[src/rtl/byte_pack_pkg.sv]
// rtl/byte_pack_pkg.sv - shared widths, FSM state type and lane-packing helper for byte_pack
package byte_pack_pkg;

    localparam int LANES  = 4;
    localparam int BYTE_W = 8;
    localparam int WORD_W = LANES * BYTE_W;
    localparam int MTY_W  = 2;
    localparam int HOLD_W = (LANES - 1) * BYTE_W;

    typedef enum logic {
        IDLE = 1'b0,
        BUSY = 1'b1
    } state_t;

    // Lanes below 'lane' come from the holding register, 'lane' takes the new byte, upper lanes are zero.
    function automatic logic [WORD_W-1:0] pack_word(input logic [HOLD_W-1:0] hold,
                                                     input logic [MTY_W-1:0]  lane,
                                                     input logic [BYTE_W-1:0] b);
        logic [WORD_W-1:0] padded;
        logic [WORD_W-1:0] w;
        padded = {{BYTE_W{1'b0}}, hold};
        w      = '0;
        for (int k = 0; k < LANES; k++) begin
            if (k < int'(lane)) begin
                w[k*BYTE_W +: BYTE_W] = padded[k*BYTE_W +: BYTE_W];
            end else if (k == int'(lane)) begin
                w[k*BYTE_W +: BYTE_W] = b;
            end
        end
        return w;
    endfunction

endpackage

[src/rtl/byte_pack.sv]
// rtl/byte_pack.sv - packs a byte stream into 32-bit words with sop/eop/mty; optional err output under BYTE_PACK_ERR_EN
module byte_pack
    import byte_pack_pkg::*;
(
    input  logic              clk,
    input  logic              rst_n,
    input  logic [BYTE_W-1:0] din,
    input  logic              din_vld,
    input  logic              din_sop,
    input  logic              din_eop,
    output logic [WORD_W-1:0] dout,
    output logic              dout_vld,
    output logic              dout_sop,
    output logic              dout_eop,
    output logic [MTY_W-1:0]  dout_mty
`ifdef BYTE_PACK_ERR_EN
    ,
    output logic              err
`endif
);

    state_t              state_q, state_d;
    logic [MTY_W-1:0]    cnt_q, cnt_d;
    logic [HOLD_W-1:0]   hold_q, hold_d;
    logic                first_q, first_d;

    logic [WORD_W-1:0]   dout_q, dout_d;
    logic                dout_vld_q, dout_vld_d;
    logic                dout_sop_q, dout_sop_d;
    logic                dout_eop_q, dout_eop_d;
    logic [MTY_W-1:0]    dout_mty_q, dout_mty_d;

    logic                start;
    logic                take;
    logic [MTY_W-1:0]    lane;
    logic                emit;
    logic                proto_err;

    // A sop always restarts at lane 0, abandoning any partial word.
    assign start     = din_vld && din_sop;
    assign take      = din_vld && !din_sop && (state_q == BUSY);
    assign lane      = start ? '0 : cnt_q;
    assign emit      = (start || take) && (din_eop || (lane == MTY_W'(LANES - 1)));
    assign proto_err = din_vld && (((state_q == IDLE) && !din_sop) || ((state_q == BUSY) && din_sop));

    always_ff @(posedge clk or negedge rst_n) begin
        if (!rst_n) begin
            state_q    <= IDLE;
            cnt_q      <= '0;
            hold_q     <= '0;
            first_q    <= 1'b0;
            dout_q     <= '0;
            dout_vld_q <= 1'b0;
            dout_sop_q <= 1'b0;
            dout_eop_q <= 1'b0;
            dout_mty_q <= '0;
        end else begin
            state_q    <= state_d;
            cnt_q      <= cnt_d;
            hold_q     <= hold_d;
            first_q    <= first_d;
            dout_q     <= dout_d;
            dout_vld_q <= dout_vld_d;
            dout_sop_q <= dout_sop_d;
            dout_eop_q <= dout_eop_d;
            dout_mty_q <= dout_mty_d;
        end
    end

    always_comb begin
        state_d = state_q;
        cnt_d   = cnt_q;
        hold_d  = hold_q;
        first_d = first_q;
        if (start) begin
            hold_d  = '0;
            first_d = 1'b0;
            if (din_eop) begin
                state_d = IDLE;
                cnt_d   = '0;
            end else begin
                state_d            = BUSY;
                cnt_d              = MTY_W'(1);
                hold_d[BYTE_W-1:0] = din;
                first_d            = 1'b1;
            end
        end else if (take) begin
            if (emit) begin
                hold_d  = '0;
                first_d = 1'b0;
            end else begin
                hold_d[{cnt_q, 3'b000} +: BYTE_W] = din;
            end
            if (din_eop) begin
                state_d = IDLE;
                cnt_d   = '0;
            end else begin
                cnt_d = cnt_q + MTY_W'(1);
            end
        end
    end

    always_comb begin
        dout_d     = '0;
        dout_vld_d = 1'b0;
        dout_sop_d = 1'b0;
        dout_eop_d = 1'b0;
        dout_mty_d = '0;
        if (emit) begin
            dout_d     = pack_word(hold_q, lane, din);
            dout_vld_d = 1'b1;
            dout_sop_d = start || first_q;
            dout_eop_d = din_eop;
            dout_mty_d = din_eop ? (MTY_W'(LANES - 1) - lane) : '0;
        end
    end

    assign dout     = dout_q;
    assign dout_vld = dout_vld_q;
    assign dout_sop = dout_sop_q;
    assign dout_eop = dout_eop_q;
    assign dout_mty = dout_mty_q;

`ifdef BYTE_PACK_ERR_EN
    logic err_q;

    always_ff @(posedge clk or negedge rst_n) begin
        if (!rst_n) begin
            err_q <= 1'b0;
        end else begin
            err_q <= proto_err;
        end
    end

    assign err = err_q;
`else
    logic unused_err;
    assign unused_err = proto_err;
`endif

endmodule

[config.mk]
export PLATFORM = sky130hd
export DESIGN_NAME = byte_pack
export DESIGN_NICKNAME = d
export VERILOG_FILES = /design/src/rtl/byte_pack_pkg.sv /design/src/rtl/byte_pack.sv
export SDC_FILE = /design/constraint.sdc
export NUM_CORES = 1
export LEC_CHECK = 0
export CAP_MARGIN = 20
export CORE_MARGIN = 2
export CORE_UTILIZATION = 56
export DETAILED_ROUTE_END_ITERATION = 6
export PLACE_DENSITY = 0.84
export SLEW_MARGIN = 10
export SYNTH_ARGS = -nofsm -noshare
export SYNTH_HDL_FRONTEND = slang
export SYNTH_SLANG_ARGS = --single-unit
[constraint.sdc]
create_clock -name clk -period 3.5 [get_ports clk]
set_input_delay 0.35 -clock clk [delete_from_list [all_inputs] [get_ports clk]]
set_output_delay 0.35 -clock clk [all_outputs]
set_load 0.02 [all_outputs]
======== Word-level counts from Yosys, hierarchy flattened ========
Index checks and enable logic that the tools add are counted.
storage, ports and cells
  bits of input ports ..................... 13
  register bits after elaboration ......... 65
operators by class
  reduce and logical (&&, ||, !) cells .... 14
  muxes and demuxes ....................... 30
  add/subtract/negate cells ............... 3
  equality and inequality tests ........... 4
  $lt $le $gt $ge ......................... 3
  shift operators ......................... 2
operator list
  kind                      number
  $mux W24                  3
  $mux W8                   8
  $mux W32                  1
  $bwmux W24                1
  $shift A8 B7 Y24 const A  1
  $shiftx A8 B7 Y24         1
  $mux W2                   6
  $mux W1                   11
  $neg A5 Y7                1
  $reduce_bool A2 Y1        3
  $eq A2 B2 Y1 const A      2
  $logic_and A1 B1 Y1       4
  $lt A1 B2 Y1 const A      2
  $reduce_and A2 Y1         2
  $logic_or A1 B1 Y1        3
  $add A2 B1 Y2 const B     1
  $eq A1 B2 Y1 const A      1
  $eq A2 B2 Y1 const B      1
  $logic_not A2 Y1          1
  $lt A2 B2 Y1 const A      1
  $sub A2 B2 Y2 const A     1
  $logic_not A1 Y1          1

======== Longest topological paths before layout ========
  depth after elaboration ................. 8
  mapped depth ............................ 9

======== Worst setup path before layout ========
No wires, ideal clock.
  kind .................................... reg-to-reg
  start point ............................. register cnt_q[0]
  end point ............................... register hold_q[10]
  period minus slack after synthesis ...... 2,034 ps
  stages on the path, launching flop included .. 10
  slack ................................... 1,466 ps
  arrival ................................. 1,913 ps
  cell sequence ........................... dfrtp_1 buf_4 buf_2 inv_1 ha_1 nor2b_1 buf_2 and4_1 clkbuf_2 a22o_1
on the way
  longest elaborated chain between the ends .. 7
  elaborated cells between the ends (all ways) .. 11
  those cells by class .................... add/sub (1); eq/ne (1); shift (2); mux (5); reduce/logical (2)
ends and longest elaborated chain
  what                                                                line             text
  from (decl)                                                         byte_pack.sv:23  logic [MTY_W-1:0] cnt_q, cnt_d;
  from (signal assigned)                                              byte_pack.sv:59  cnt_q <= cnt_d;
  parallel branches: the longest is 4 deep, another holds $neg A5 Y7  --
  $mux W24 *                                                          byte_pack.sv:88  if (emit) begin
  $mux W24 *                                                          byte_pack.sv:87  end else if (take) begin
  $mux W24 *                                                          byte_pack.sv:75  if (start) begin
  to (signal assigned)                                                byte_pack.sv:60  hold_q <= hold_d;
  to (decl)                                                           byte_pack.sv:24  logic [HOLD_W-1:0] hold_q, hold_d;
Mark *: on every way between the ends. The select of a mux whose other input is x is not followed.
A chain may end at the register's enable or synchronous reset.

======== Final worst setup path ========
  start point ............................. register cnt_q[1]
  end point ............................... register hold_q[13]
The elaborated chain is that of the path after synthesis.

==> results by group <==
Outcome
  – Status: finished, final reports clean

Die
  – Full die area: 5490 sq um
  – I/O Pins: 50
  – Core Region: 4720 sq um
  – Die Ht: 74.1 um
  – Initial Util: 0.583
  – Row count: 25
  – Die W: 74.1 um

Pwr
  – Seq pwr share: 0.477
  – Logic pwr share: 0.152
  – Switching power: 0.000464 W
  – Cell-internal power: 0.00123 W
  – PD cells: about 500 nW/um^2
  – Clock share of power: 0.371
  – Worst VDD drop: around 0.00031 V
  – Leak Pwr: about 1.6 nW
  – Switching share of power: 0.274

STA
  – Final Skew: 0.00663 ns
  – Setup Viol. Count Final: 0
  – Crit share post-route: 0.663
  – Slew @ Worst Pin: roughly 0.71 ns
  – Post-layout min period: 2.32 ns
  – Slew Limit Headroom: 0.525
  – Setup TNS Final: 0 ns
  – Fmax: 431 MHz
  – Final Max Tran Viols: 0
  – Final hold viol count: 0
  – Final setup margin: 1.18 ns
  – RSZ-0062 raised after global routing: no

Final layout
  – Area of the multi-input gates: 1020 sq um
  – Commonest non-fill, non-tap cell in the layout: dfrtp_1
  – Layout area overhead: 25.4%
  – FF/Latch Area: 1630 sq um
  – Final instance area: ~3500 sq um
  – N_diodes: 0
  – Commonest non-fill, non-tap cells in the layout: 65 x dfrtp_1, 48 x clkdlybuf4s50_1, 27 x nor2_1, 19 x nand2_1, 16 x a22o_1
  – Layout cells sized above 1: 0.0947
  – FILL cells: 332
  – Fin util: 0.731
  – Fin nets: 297

Logic synthesis
  – Post-Syn Nets: about 250
  – #FFs+latches synth: 65
  – Post-synth top area cell: dfrtp_1
  – Mapped Area: 2750 sq um
  – Yosys top cell area share: 0.591
  – Post-synthesis sequential area ratio: 0.591
  – Top cells by area, synth: dfrtp_1 59%, a22o_1 5.1%, nor2_1 3.7%
  – Yosys warns: 0
  – Cell variety after synth: 38
  – Mean post-synth cell area: roughly 12 sq um
  – Cell count after synthesis: 232

Clock network
  – H-tree lvl count: 3
  – TritonCTS Buffers: 9
  – Clk pin slew, worst setup/hold paths: about 0.070 ns
  – # Post-CTS Setup Buffers: 0
  – Post-CTS resize count: 0
  – CTS tree: done
  – Skew-Pair Late Insertion Delay: about 0.34 ns
  – CTS root buf: clkbuf_8
  – Total clock sinks: 65
  – Clock Path Buffers: 2
  – Hold_buf cts: 0

Placed design
  – DP Area: approximately 3300 sq um
  – RePlAce Congestion: approximately 0.83
  – Dpl hpwl: 3830 um
  – Worst slack, placed: around 1.2 ns
  – Port bufs: 49

Routing
  – Post-detailed-route count of antenna-violating nets: 0
  – Wire length per cell: 16.4 um
  – Drt first pass iters: 4
  – Via density: around 5.7
  – DR iter-0 viols: 141
  – Routed WL: around 5800 um
  – Routed vias: 1992
  – DRC Markers: 0

GRT
  – Global-route wire length before repair: 9400 um
  – Vias in the first global route: 1934
  – Antenna violations before repair: 0
  – Largest net degree at the start of global routing: 35
  – Gr usage total: 0.236
  – Global route overflow: 0

Setup path
  – R2R depth: 6
  – Critical Path End Type: register
  – Worst R2R Start: cnt_q[1]$_DFFE_PN0P_
  – CP Data Required Time: 3.78 ns
  – Setup crit start kind: register
  – WP data arrival: 2.60 ns
  – Critical path peak fanout: 19
  – Setup CP Type: register to register
  – Reg2reg end: hold_q[13]$_DFFE_PN0P_
  – Reg2Reg Setup Slack: 1.18 ns

Flow run
  – Max_cap viols: 0

Min path
  – HP Class: primary input to asynchronous set/reset pin
[cell usage after synthesis (all sizes together)]
cell and n:
dfrtp 65, nor2 27, nand2 19, a22o 16, a21oi 13, buf 12, and2 10, a22oi 8
a32oi 8, and4b 8, mux2i 8, ha 4, inv 4, o21ai 4, clkbuf 3, nor2b 3
and3b 2, and4 2, o21a 2, o22ai 2, a211o 1, a21o 1, a2bb2oi 1, and2b 1
nand2b 1, nand3 1, nor4bb 1, o2111ai 1, o211ai 1, o22a 1, o2bb2ai 1, or2 1
[logic make-up (layout without fill, tap and decap cells)]
kind of cell             after synthesis  in the layout  synth area share
flip-flops                            65             65             0.591
AND/OR/NAND/NOR                       76             76             0.148
buffers and inverters                 19             72            0.0377
AO/OA/AOI/OAI                         60             60             0.177
adder cells (fa/ha/maj)                4              4            0.0182
multiplexers                           8              8            0.0291
[layer usage]
| metal | wire (um) | GRT usage | up-vias |
|---|---|---|---|
| li1 | - | - | 931 |
| met1 | 2440 | 0.311 | 982 |
| met2 | 2930 | 0.361 | 69 |
| met3 | 304 | 0.0610 | 10 |
| met4 | 104 | 0.125 | 0 |
| met5 | 0 | 0 | - |
[state kept, by name (all words and copies together) (netlist names)]
name / count
dout: 32
dout_mty: 2
first_q: 1
cnt_q: 2
dout_sop: 1
state_q: 1
hold_q: 24
dout_eop: 1
dout_vld: 1
[per-stage QoR]
step,hold WS (ns),power [W],cells
final,0.0257,0.00169,352
after global routing,0.0773,0.00176,352
after CTS,0.0356,0.00170,352
after detailed placement,0.407,0.00108,336
after global placement,0.399,0.00107,336
after floorplan,0.0544,0.000990,232
[worst max-delay path by stage]
| stage | cells after the start | endpoint | start | slack [ns] |
|---|---|---|---|---|
| floorplan | 9 | hold_q[10]$_DFFE_PN0P_ | cnt_q[0]$_DFFE_PN0P_ | 1.47 |
| global placement | 6 | hold_q[12]$_DFFE_PN0P_ | cnt_q[1]$_DFFE_PN0P_ | 1.28 |
| detailed placement | 6 | hold_q[13]$_DFFE_PN0P_ | cnt_q[1]$_DFFE_PN0P_ | 1.22 |
| CTS | 6 | hold_q[13]$_DFFE_PN0P_ | cnt_q[1]$_DFFE_PN0P_ | 1.20 |
| global route | 6 | hold_q[13]$_DFFE_PN0P_ | cnt_q[1]$_DFFE_PN0P_ | 0.99 |
| finish | 6 | hold_q[13]$_DFFE_PN0P_ | cnt_q[1]$_DFFE_PN0P_ | 1.18 |
[worst max-delay path, cell delays in order, from the launching register on]
cell and delay [ns]:
dfrtp_1 0.75, inv_1 0.26, ha_1 0.39, nor2b_1 0.13, buf_4 0.17, and4_1 0.38
a22o_1 0.18
[area by class of cell]
cell class | instances | area share
clock inverters | 5 | 0.0159
inverters | 4 | 0.00435
clock buffers | 11 | 0.0409
multi-input cells | 148 | 0.296
repair buffers | 52 | 0.147
well taps | 67 | 0.0243
flip-flops and latches | 65 | 0.471
[power groups by stage]
| stage | sequential, W | combinational, W | clock [W] |
|---|---|---|---|
| after floorplan | 0.000821 | 0.000169 | 0 |
| after global placement | 0.000821 | 0.000249 | 0 |
| after detailed placement | 0.000822 | 0.000256 | 0 |
| after CTS | 0.000808 | 0.000257 | 0.000634 |
| after global routing | 0.000812 | 0.000283 | 0.000664 |
| final | 0.000808 | 0.000257 | 0.000629 |
(Power assumes the default switching activity.)
